`src/rtl/axi4_lite_slave.sv`:
```
// AXI4-Lite register-bank responder: NUM_REGS x 32-bit read/write registers
// with byte strobes, OKAY/SLVERR responses and a flat register export bus.
module axi4_lite_slave #(
    parameter int NUM_REGS = 16
) (
    input  logic                     aclk,
    input  logic                     aresetn,
    input  logic [31:0]              awaddr_in,
    input  logic [2:0]               awprot_in,
    input  logic                     awvalid_in,
    output logic                     awready_out,
    input  logic [31:0]              wdata_in,
    input  logic [3:0]               wstrb_in,
    input  logic                     wvalid_in,
    output logic                     wready_out,
    output logic [1:0]               bresp_out,
    output logic                     bvalid_out,
    input  logic                     bready_in,
    input  logic [31:0]              araddr_in,
    input  logic [2:0]               arprot_in,
    input  logic                     arvalid_in,
    output logic                     arready_out,
    output logic [31:0]              rdata_out,
    output logic [1:0]               rresp_out,
    output logic                     rvalid_out,
    input  logic                     rready_in,
    output logic [32*NUM_REGS-1:0]   regs_out
);

    localparam int IDX_W = $clog2(NUM_REGS);

    localparam logic [0:0] W_IDLE = 1'b0;
    localparam logic [0:0] W_RESP = 1'b1;
    localparam logic [0:0] R_IDLE = 1'b0;
    localparam logic [0:0] R_DATA = 1'b1;

    localparam logic [1:0] RESP_OKAY   = 2'b00;
    localparam logic [1:0] RESP_SLVERR = 2'b10;

    logic [31:0]      regs [NUM_REGS];

    logic [0:0]       w_state;
    logic             aw_done;
    logic             w_done;
    logic [IDX_W-1:0] aw_idx;
    logic             aw_oor;
    logic [31:0]      w_data;
    logic [3:0]       w_strb;

    logic [0:0]       r_state;

    logic             aw_hs;
    logic             w_hs;
    logic             ar_hs;
    logic             commit;
    logic [IDX_W-1:0] ar_idx;
    logic             ar_oor;

    logic             unused;

    assign unused = ^{awprot_in, arprot_in, awaddr_in[1:0], araddr_in[1:0]};

    assign aw_hs  = awvalid_in && awready_out;
    assign w_hs   = wvalid_in && wready_out;
    assign ar_hs  = arvalid_in && arready_out;
    assign commit = (w_state == W_IDLE) && aw_done && w_done;
    assign ar_idx = araddr_in[IDX_W+1:2];
    assign ar_oor = |araddr_in[31:IDX_W+2];

    // Write channel: AW and W are latched independently, committed one edge later
    always_ff @(posedge aclk or negedge aresetn) begin
        if (!aresetn) begin
            w_state     <= W_IDLE;
            aw_done     <= 1'b0;
            w_done      <= 1'b0;
            aw_idx      <= '0;
            aw_oor      <= 1'b0;
            w_data      <= '0;
            w_strb      <= '0;
            awready_out <= 1'b0;
            wready_out  <= 1'b0;
            bvalid_out  <= 1'b0;
            bresp_out   <= RESP_OKAY;
        end else begin
            unique case (w_state)
                W_IDLE: begin
                    if (aw_hs) begin
                        aw_done     <= 1'b1;
                        aw_idx      <= awaddr_in[IDX_W+1:2];
                        aw_oor      <= |awaddr_in[31:IDX_W+2];
                        awready_out <= 1'b0;
                    end else if (!aw_done) begin
                        awready_out <= 1'b1;
                    end
                    if (w_hs) begin
                        w_done     <= 1'b1;
                        w_data     <= wdata_in;
                        w_strb     <= wstrb_in;
                        wready_out <= 1'b0;
                    end else if (!w_done) begin
                        wready_out <= 1'b1;
                    end
                    if (commit) begin
                        aw_done    <= 1'b0;
                        w_done     <= 1'b0;
                        bvalid_out <= 1'b1;
                        bresp_out  <= aw_oor ? RESP_SLVERR : RESP_OKAY;
                        w_state    <= W_RESP;
                    end
                end
                W_RESP: begin
                    if (bready_in) begin
                        bvalid_out  <= 1'b0;
                        awready_out <= 1'b1;
                        wready_out  <= 1'b1;
                        w_state     <= W_IDLE;
                    end
                end
                default: w_state <= W_IDLE;
            endcase
        end
    end

    always_ff @(posedge aclk or negedge aresetn) begin
        if (!aresetn) begin
            for (int k = 0; k < NUM_REGS; k++) begin
                regs[k] <= '0;
            end
        end else if (commit && !aw_oor) begin
            for (int b = 0; b < 4; b++) begin
                if (w_strb[b]) begin
                    regs[aw_idx][8*b +: 8] <= w_data[8*b +: 8];
                end
            end
        end
    end

    // Read data is sampled at the AR edge, so a same-edge commit is not visible
    always_ff @(posedge aclk or negedge aresetn) begin
        if (!aresetn) begin
            r_state     <= R_IDLE;
            arready_out <= 1'b0;
            rvalid_out  <= 1'b0;
            rdata_out   <= '0;
            rresp_out   <= RESP_OKAY;
        end else begin
            unique case (r_state)
                R_IDLE: begin
                    if (ar_hs) begin
                        arready_out <= 1'b0;
                        rvalid_out  <= 1'b1;
                        rdata_out   <= ar_oor ? 32'h0 : regs[ar_idx];
                        rresp_out   <= ar_oor ? RESP_SLVERR : RESP_OKAY;
                        r_state     <= R_DATA;
                    end else begin
                        arready_out <= 1'b1;
                    end
                end
                R_DATA: begin
                    if (rready_in) begin
                        rvalid_out  <= 1'b0;
                        arready_out <= 1'b1;
                        r_state     <= R_IDLE;
                    end
                end
                default: r_state <= R_IDLE;
            endcase
        end
    end

    for (genvar k = 0; k < NUM_REGS; k++) begin : g_regs_out
        assign regs_out[32*k +: 32] = regs[k];
    end

endmodule

```
`config.mk`:
```
export PLATFORM = sky130hd
export DESIGN_NAME = axi4_lite_slave
export DESIGN_NICKNAME = d
export VERILOG_FILES = /design/src/rtl/axi4_lite_slave.sv
export SDC_FILE = /design/constraint.sdc
export NUM_CORES = 1
export LEC_CHECK = 0
export CORE_ASPECT_RATIO = 0.5
export CORE_MARGIN = 2
export CORE_UTILIZATION = 40
export CTS_CLUSTER_DIAMETER = 60
export DETAILED_ROUTE_END_ITERATION = 12
export DONT_BUFFER_PORTS = 1
export HOLD_SLACK_MARGIN = 0.06
export MAX_ROUTING_LAYER = met4
export SYNTH_ARGS = -nofsm -noshare
export SYNTH_HDL_FRONTEND = slang
export SYNTH_SLANG_ARGS = --single-unit
```
`constraint.sdc`:
```
create_clock -name aclk -period 2.4 [get_ports aclk]
set_clock_uncertainty 0.2 [all_clocks]
set_input_delay 0.24 -clock aclk [delete_from_list [all_inputs] [get_ports aclk]]
set_output_delay 0.24 -clock aclk [all_outputs]
set_load 0.02 [all_outputs]
```
==> qor.yml, run 1 <==
multi_input_gate_area_in_the_final_layout_um2: 10900
rsz0062_at_grt: "true"
die_height_um: 185
h-tree-depth: 2
worst_r2r_path_depth: 5
regArea_um2: 15000
grt_start_max_net_pins: 597
cp_data_arrival_time_ns: 2.69
grt_pass1_wl_um: 125000
drv.max_cap_violation_count: 0
number_of_warning_messages_in_the_yosys_log: 0
via_count_of_the_first_global_routing_pass: 16400
violations_in_the_final_reports: "negative hold slack"
syn-instance-count: 1650
layout-drive-gt1-share_pct: 49.2
crit_path_max_fanout: 3
final.min_clock_period_ns: 2.37
cp_num_buf_inv: 1
max_freq_mhz: 421
synth_enable_flop_cells: 0
netlist-cell-type-count: 36
syn-cell-area_um2: 26100
final_cell_area_um2: 31900
number_of_nets_with_antenna_violations_after_detailed_routing: 0
crit_path_top_delay_cell: "dlygate4sd3_1"
fillCellCount: 5555
power.leakage_nw: 15.2
io-pin-count: 666
report.final.hold_viol_count: 596
path_class: "reg -> reg"
crit_path_start_kind: "flip-flop"
post_layout_nonfiller_instances: 2818
clkLatencyLatePin_ns: 0.62
postSynthRegisterBits: 596
detail_route.wirelength_um: 88200
crit_cells: 5
sequential_fraction_of_the_synthesis_area_pct: 57.2
total_power_after_layout_mw: 39.5
worst-endpoint-required_ns: 2.71
row_count: 66
vias_per_cell: 5.88
timing.final.crit_share_pct: 98.9
final-max-slew-violation-count: 0
cts.reportedPaths.clkPinSlew_ns: 0.07
routedWlPerCell_um: 31.3
ctsLongestPathBuffers: 3
hpwl_um: 58300
synth_flop_cell: "dfrtp_1"
status: "complete, but fails checks"
synthArstFlopShare_pct: 100
core_region_area_um2: 64700
layout_commonest_cell: "mux2_2"
die_width_um: 365
critical-path-max-stage-delay_ns: 0.58
dpl.cell_count: 2515
end_kind: "flip-flop"
drt_first_iter_violations: 1291
grt_util_all_layers_pct: 26.4
gp_congestion: 0.869
post-route-drc-count: 0
post_synth.cell_area_avg_um2: 15.8
gr-total-overflow: 0
drt_pre_antenna_iters: 5
route.vias.total: 16600
fin_worst_hold_slack_ns: -0.879
max_slew.worst_pin.slew_ns: 1.13
master_cell_of_the_clock_root_buffer: "clkbuf_16"
layout_setup_ws_ns: 0.0261
relSlewSlack_pct: 24.8
clock_sinks: 596
final_nets: 1998
post-route-util_pct: 49.3
critical-path-top-delay-family: "buffers and inverters"
crit_path_cell_trace: "mux4_2 -> dlygate4sd3_1 -> a22oi_1 -> nand2_1 -> a22o_1"
buffer_ports.inserted: 0
worst_ir_drop_vdd_v: 0.000701
area_growth_pct: 22.3
dieArea_um2: 67400
min_path_type: "in -> async"
timing.final.setup_violations: 0
initial_antenna_violation_count: 4
placed_cell_area_um2: 27700
tritoncts: "built"
detailedPlace.worstSlack_ns: -0.0509
mostFrequentLayoutCells: "543 x mux2_2, 517 x dfrtp_1, 196 x dlygate4sd3_1, 128 x mux4_2, 99 x nand2_1"
power_per_unit_of_standard_cell_area_nw_per_um2: 1240
floorplan.initialDensity_pct: 40.3
fin_tns_setup_ns: 0
cts_made_buffers: 55
[power breakdown]
group          leakage, nW  switching [mW]  internal, mW
Clock                0.974            4.12          5.72
Sequential            8.01            9.00          13.3
Combinational         6.25            2.24          5.13
Total                 15.2            15.4          24.2
[synth_stat cells, types with 2 or more instances]
cell,n,area share (%)
a21oi_1,2,0.038
a22o_1,31,1.0
a22oi_1,62,1.8
and2_1,4,0.096
buf_2,27,0.52
buf_4,3,0.086
clkbuf_1,66,0.95
dfrtp_1,596,57
inv_1,5,0.072
mux2_1,11,0.47
mux2_2,543,23
mux4_2,128,11
nand2_1,99,1.4
nand2b_1,4,0.096
nand3_1,4,0.077
nand4_1,2,0.048
nor2_1,13,0.19
nor2b_1,3,0.072
nor3_1,6,0.12
nor3_4,5,0.31
nor4_1,12,0.29
o21ai_0,10,0.19
[final cells by class]
cell class	instances	area share [%]
antenna	4	0.0314
clock buffer	74	4.95
clock inverter	28	1.35
inverter	5	0.0588
multi-input combinational	953	34.0
sequential	596	47.1
tap	884	3.47
timing repair buffer	274	9.07
[path summary, 6_finish.rpt]
path | startpoint | end | slack [ns]
worst max-delay path | regs_out[66] | rdata_out[2] | 0.03
worst min-delay path | aresetn | w_data[27] | -0.88
worst max register to register | regs_out[66] | rdata_out[2] | 0.03
worst min register to register | aw_oor | aw_oor | 0.36
max in group asynchronous | aresetn | regs_out[139] | 1.91
min in group aclk | araddr_in[2] | rdata_out[23] | 0.05
[sequential cells by signal, indices dropped and copies added (netlist names), 4 cells and up]
register,cells
aw_idx,4
regs_out,512
w_data,32
rdata_out,32
w_strb,4
[kinds of logic (layout without fill, tap and decap cells)]
family / Yosys count / count (layout) / synth area share [%]
other: 1 / 6 / 0.0144
and+or+nand+nor: 158 / 158 / 2.98
muxes: 683 / 683 / 35.0
buffers and inverters: 102 / 381 / 1.64
DFF: 596 / 596 / 57.2
AOI/OAI and AO/OA: 110 / 110 / 3.21
[layer usage]
metal  vias to the layer above  wire (um)  part of all wire [%]  GRT usage, %
li1                       6725          -                     -             -
met4                         0       3080                   3.5          8.74
met2                       538      44900                    51          43.6
met5                         -          0                     0             -
met3                       173       4280                   4.9          4.21
met1                      9120      35900                    41          33.5
[repair_timing]
action,CTS,global route
hold endpoints to repair,679,600
hold buffers,196,1
buffers inserted,0,0
gates resized for setup,2,90
setup endpoints to repair,57,252
(Power assumes the default switching activity.)
==> run 2: changes to the inputs <==
--- a/config.mk
+++ b/config.mk
@@ -13,6 +13,7 @@
 export DONT_BUFFER_PORTS = 1
 export HOLD_SLACK_MARGIN = 0.06
 export MAX_ROUTING_LAYER = met4
+export PLACE_DENSITY_LB_ADDON = 0.15
 export SYNTH_ARGS = -nofsm -noshare
 export SYNTH_HDL_FRONTEND = slang
 export SYNTH_SLANG_ARGS = --single-unit
==> qor.yml, run 2 (synthesis gave the netlist of run 1 again) <==
grt_pass1_wl_um: 126000  # was 125000 um
path_class: "reg -> reg"  # unchanged
status: "complete, but fails checks"  # unchanged
dieArea_um2: 67400  # unchanged
drv.max_cap_violation_count: 0  # unchanged
worst-endpoint-required_ns: 2.70  # was 2.71 ns
area_growth_pct: 22.0  # was 22.3%
relSlewSlack_pct: -33.0  # was 24.8%
violations_in_the_final_reports: "negative hold slack, max-slew violations"  # was negative hold slack
initial_antenna_violation_count: 4  # unchanged
via_count_of_the_first_global_routing_pass: 17300  # was 16400
master_cell_of_the_clock_root_buffer: "clkbuf_16"  # unchanged
layout-drive-gt1-share_pct: 49.7  # was 49.2%
max_slew.worst_pin.slew_ns: 1.99  # was 1.13 ns
drt_pre_antenna_iters: 4  # was 5
end_kind: "flip-flop"  # unchanged
gp_congestion: 0.898  # was 0.869
total_power_after_layout_mw: 38.7  # was 39.5 mW
die_width_um: 365  # unchanged
detail_route.wirelength_um: 88000  # was 88200 um
timing.final.crit_share_pct: 99.0  # was 98.9%
tritoncts: "built"  # unchanged
io-pin-count: 666  # unchanged
cts.hold.buffers_added: 203  # was 196
final.min_clock_period_ns: 2.38  # was 2.37 ns
power.leakage_nw: 15.2  # about the same
buffer_ports.inserted: 0  # unchanged
timing.final.setup_violations: 0  # unchanged
hpwl_um: 58900  # was 58300 um
report.final.hold_viol_count: 597  # was 596
grt_util_all_layers_pct: 26.5  # was 26.4%
cts_made_buffers: 56  # was 55
final_nets: 2000  # was 1998
clkLatencyLatePin_ns: 0.63  # was 0.62 ns
worst_ir_drop_vdd_v: 0.000768  # was 0.000701 V
cp_data_arrival_time_ns: 2.68  # was 2.69 ns
final-max-slew-violation-count: 414  # was 0
core_region_area_um2: 64700  # unchanged
crit_path_max_fanout: 8  # was 3
placed_cell_area_um2: 27800  # was 27700 um^2
post-route-drc-count: 0  # unchanged
post-cts-setup-buffer-count: 0  # unchanged
power_per_unit_of_standard_cell_area_nw_per_um2: 1220  # was 1240 nW/um^2
floorplan.initialDensity_pct: 40.3  # unchanged
clock_sinks: 596  # unchanged
final_cell_area_um2: 31800  # was 31900 um^2
drt_first_iter_violations: 1228  # was 1291
routedWlPerCell_um: 31.3  # about the same
dpl.cell_count: 2512  # was 2515
route.vias.total: 16700  # was 16600
post_layout_nonfiller_instances: 2813  # was 2818
gr-total-overflow: 0  # unchanged
vias_per_cell: 5.92  # was 5.88
grt_start_max_net_pins: 597  # unchanged
min_path_type: "in -> async"  # unchanged
die_height_um: 185  # unchanged
fin_tns_setup_ns: 0  # unchanged
largest_register_ff_count: 512  # unchanged
max_freq_mhz: 421  # about the same
row_count: 66  # unchanged
cts.reportedPaths.clkPinSlew_ns: 0.07  # about the same
h-tree-depth: 2  # unchanged
rsz0062_at_grt: "true"  # unchanged
fin_worst_hold_slack_ns: -0.890  # was -0.879 ns
layout_commonest_cell: "mux2_2"  # unchanged
ctsLongestPathBuffers: 3  # unchanged
number_of_nets_with_antenna_violations_after_detailed_routing: 0  # unchanged
mostFrequentLayoutCells: "543 x mux2_2, 496 x dfrtp_1, 200 x dlygate4sd3_1, 128 x mux4_2, 100 x dfrtp_2"  # was 543 x mux2_2, 517 x dfrtp_1, 196 x dlygate4sd3_1, 128 x mux4_2, 99 x nand2_1
crit_path_start_kind: "flip-flop"  # unchanged
run 2: stage by stage:
stage | hold WS [ns] | setup slack (ns) | utilization, %
after floorplan | -0.256 | 0.236 | -
after global placement | -0.244 | 0.168 | 42.9
after detailed placement | -0.246 | 0.122 | 42.9
after CTS | -0.930 | 0.0184 | 48.9
after global routing | -0.928 | -0.0204 | 49.2
final | -0.890 | 0.0237 | 49.2
run 2: layout make-up:
class	instances	area [um^2]
tap	884	1110
timing repair buffer	275	3000
clock buffer	81	1640
sequential	596	15000
inverter	5	18.8
clock inverter	15	164
multi-input combinational	953	10900
fill	5548	32900
antenna	4	10.0
run 2: metal layers:
| layer | vias up | global-route usage (%) | routed length, um |
|---|---|---|---|
| met5 | - | - | 0 |
| met2 | 602 | 45.2 | 45800 |
| met4 | 0 | 9.47 | 3420 |
| li1 | 6721 | - | - |
| met1 | 9113 | 31.3 | 33800 |
| met3 | 220 | 5.27 | 5010 |
run 2: critical path: stages (launching register included):
cell,delay [ns]
dfrtp_1,0.46
nand2b_1,0.28
nor2_1,0.56
nand2_1,0.39
mux2_2,0.37
run 2: worst paths after layout:
| kind | startpoint | endpoint | slack [ns] | cells after the start |
|---|---|---|---|---|
| setup / recovery | aw_idx[0] | regs_out[339] | 0.02 | 4 |
| hold / removal | aresetn | w_data[27] | -0.89 | 0 |
| setup reg to reg | aw_idx[0] | regs_out[339] | 0.02 | 4 |
| hold reg to reg | r_state | rvalid_out | 0.35 | 3 |
| max in group asynchronous | aresetn | regs_out[5] | 1.15 | 0 |
| min in group aclk | araddr_in[2] | rdata_out[23] | -0.01 | 4 |
run 2: where the power goes:
part,internal (mW),switching [mW]
logic,5.17,2.32
clock network,5.03,3.93
registers,13.4,8.86
total,23.6,15.1
run 2: what timing repair did:
action,4_1_cts,5_1_grt
resized for setup,0,114
endpoints found under the setup margin,0,60
hold endpoints to repair,679,601
==> run 3: changes to the inputs <==
--- a/config.mk
+++ b/config.mk
@@ -5,15 +5,16 @@
 export SDC_FILE = /design/constraint.sdc
 export NUM_CORES = 1
 export LEC_CHECK = 0
+export CAP_MARGIN = 15
 export CORE_ASPECT_RATIO = 0.5
-export CORE_MARGIN = 2
+export CORE_MARGIN = 10
 export CORE_UTILIZATION = 40
 export CTS_CLUSTER_DIAMETER = 60
 export DETAILED_ROUTE_END_ITERATION = 12
 export DONT_BUFFER_PORTS = 1
 export HOLD_SLACK_MARGIN = 0.06
 export MAX_ROUTING_LAYER = met4
-export PLACE_DENSITY_LB_ADDON = 0.15
+export PLACE_DENSITY_LB_ADDON = 0.12
 export SYNTH_ARGS = -nofsm -noshare
 export SYNTH_HDL_FRONTEND = slang
 export SYNTH_SLANG_ARGS = --single-unit
==> qor.yml, run 3 (synthesis gave the netlist of run 1 again) <==
status: "complete, but fails checks"  # unchanged
violations_in_the_final_reports: "negative hold slack, max-slew violations"  # unchanged
tritoncts: "built"  # unchanged
post-route-util_pct: 48.6  # was 49.2%
crit_path_max_fanout: 3  # was 8
largest_register_ff_count: 512  # unchanged
clkLatencyLatePin_ns: 0.59  # was 0.63 ns
buffer_ports.inserted: 0  # unchanged
number_of_nets_with_antenna_violations_after_detailed_routing: 0  # unchanged
report.final.hold_viol_count: 596  # was 597
worst_r2r_path_depth: 5  # was 4
cts.hold.buffers_added: 183  # was 203
critical-path-max-stage-delay_ns: 0.60  # was 0.56 ns
die_width_um: 381  # was 365 um
max_slew.worst_pin.slew_ns: 1.52  # was 1.99 ns
fin_worst_hold_slack_ns: -0.844  # was -0.890 ns
master_cell_of_the_clock_root_buffer: "clkbuf_16"  # unchanged
cts.reportedPaths.clkPinSlew_ns: 0.06  # was 0.07 ns
power.switching_mw: 15.3  # was 15.1 mW
final-max-slew-violation-count: 69  # was 414
layout_commonest_cell: "mux2_2"  # unchanged
gr-total-overflow: 0  # unchanged
drt_first_iter_violations: 1056  # was 1228
clock_sinks: 596  # unchanged
post_layout_nonfiller_instances: 2801  # was 2813
cp_num_buf_inv: 1  # was 0
worst_ir_drop_vdd_v: 0.000631  # was 0.000768 V
grt_start_max_net_pins: 597  # unchanged
layout_setup_ws_ns: 0.0266  # was 0.0237 ns
timing.rr.start: "regs_out[365]"  # was aw_idx[0]
row_count: 66  # unchanged
detail_route.wirelength_um: 94100  # was 88000 um
clkPwrFrac_pct: 23.2  # about the same
startpoint: "regs_out[365]"  # was aw_idx[0]
grt_util_all_layers_pct: 24.3  # was 26.5%
r2r_setup_slack_ns: 0.03  # was 0.02 ns
internal_power_mw: 23.3  # was 23.6 mW
drt_pre_antenna_iters: 5  # was 4
min_path_type: "in -> async"  # unchanged
dieArea_um2: 76500  # was 67400 um^2
placed_cell_area_um2: 27400  # was 27800 um^2
final.min_clock_period_ns: 2.37  # was 2.38 ns
switching_fraction_of_total_power_pct: 39.7  # was 39.1%
relSlewSlack_pct: -1.48  # was -33.0%
regArea_um2: 15100  # was 15000 um^2
fillCellCount: 5556  # was 5548
layout-drive-gt1-share_pct: 54.2  # was 49.7%
crit_path_start_kind: "flip-flop"  # unchanged
max_freq_mhz: 421  # about the same
timing.final.crit_share_pct: 98.9  # was 99.0%
path_class: "reg -> reg"  # unchanged
floorplan.initialDensity_pct: 40.3  # unchanged
ctsLongestPathBuffers: 3  # unchanged
routedWlPerCell_um: 33.6  # was 31.3 um
worstReg2RegEnd: "rdata_out[13]"  # was regs_out[339]
comb_power_share_pct: 18.6  # was 19.4%
die_height_um: 201  # was 185 um
initial_antenna_violation_count: 1  # was 4
io-pin-count: 666  # unchanged
critical-path-top-delay-family: "buffers and inverters"  # was simple AND/OR/NAND/NOR gates
power_per_unit_of_standard_cell_area_nw_per_um2: 1230  # was 1220 nW/um^2
hpwl_um: 64200  # was 58900 um
via_count_of_the_first_global_routing_pass: 17500  # was 17300
crit_path_top_delay_cell: "dlygate4sd3_1"  # was nor2_1
end_kind: "flip-flop"  # unchanged
post-route-drc-count: 0  # unchanged
worst-endpoint-required_ns: 2.68  # was 2.70 ns
h-tree-depth: 2  # unchanged
cp_data_arrival_time_ns: 2.65  # was 2.68 ns
detailedPlace.worstSlack_ns: -0.00433  # was 0.122 ns
crit_path_cell_trace: "mux4_2 -> dlygate4sd3_1 -> a22oi_1 -> nand2_1 -> a22o_1"  # was nand2b_1 -> nor2_1 -> nand2_1 -> mux2_2
gp_congestion: 0.847  # was 0.898
core_region_area_um2: 64700  # unchanged
cts_made_buffers: 56  # unchanged
route.vias.total: 16400  # was 16700
vias_per_cell: 5.85  # was 5.92
mostFrequentLayoutCells: "543 x mux2_2, 438 x dfrtp_1, 180 x dlygate4sd3_1, 158 x dfrtp_2, 128 x mux4_2"  # was 543 x mux2_2, 496 x dfrtp_1, 200 x dlygate4sd3_1, 128 x mux4_2, 100 x dfrtp_2
power.leakage_nw: 14.9  # was 15.2 nW
multi_input_gate_area_in_the_final_layout_um2: 10900  # about the same
final_nets: 1985  # was 2000
rsz0062_at_grt: "true"  # unchanged
power_frac_seq_pct: 58.2  # was 57.5%
grt_pass1_wl_um: 134000  # was 126000 um
drv.max_cap_violation_count: 0  # unchanged
area_growth_pct: 20.6  # was 22.0%
final_cell_area_um2: 31500  # was 31800 um^2
timing.final.setup_violations: 0  # unchanged
dpl.cell_count: 2514  # was 2512
run 3: cell types whose count changed in the layout (fill, tap and decap cells not counted), sizes merged:
cell / delta
diode: -2
buf: +4
inv: +1
clkinvlp: +4
clkinv: -1
clkbuf: +3
dlygate4sd3: -20
bufinv: -1
run 3: area by class of cell:
type / count / share of cell area (%)
flip-flops and latches: 596 / 48.0
multi-input cells: 953 / 34.7
repair buffers: 260 / 7.88
clock buffers: 83 / 5.26
well taps: 884 / 3.52
clock inverters: 18 / 0.533
inverters: 5 / 0.0597
diodes: 2 / 0.0159
run 3: metal layers:
layer  vias up  GRT usage (%)  share of wire [%]
met5         -              -                  0
met4         0           8.86                4.1
met3       196           4.80                5.6
met2       528           43.1                 53
met1      8968           27.1                 37
li1       6696              -                  -
run 3: worst max path at each step:
stage	endpoint	slack (ns)	cells after the start
after global placement	regs_out[144]	0.006	5
after CTS	regs_out[105]	0.01	4
after global routing	rdata_out[30]	-0.03	8
final	rdata_out[13]	0.03	5
after floorplan	regs_out[248]	0.24	5
after detailed placement	regs_out[150]	-0.004	5
run 3: what timing repair did:
action                                 CTS  global route
gates cloned                             0             1
pin swaps                                0             2
setup buffers                            0             1
resized for setup                        1           184
endpoints found under the hold margin  678           596
setup endpoints to repair                8           175
run 3: stage by stage:
step                hold slack [ns]  TNS [ns]  total power [mW]
finish                       -0.844         0              38.6
global route                 -0.884    -0.508              40.2
CTS                          -0.883         0              38.6
detailed placement           -0.236  -0.00433              28.5
global placement             -0.236         0              28.0
floorplan                    -0.256         0              24.9
run 3: power by group through the flow:
stage	registers (mW)	logic (mW)	clock network, mW
floorplan	19.3	5.61	0
global placement	22.3	5.69	0
detailed placement	22.6	5.95	0
CTS	22.4	7.10	9.14
global route	22.9	7.75	9.59
finish	22.5	7.18	8.96
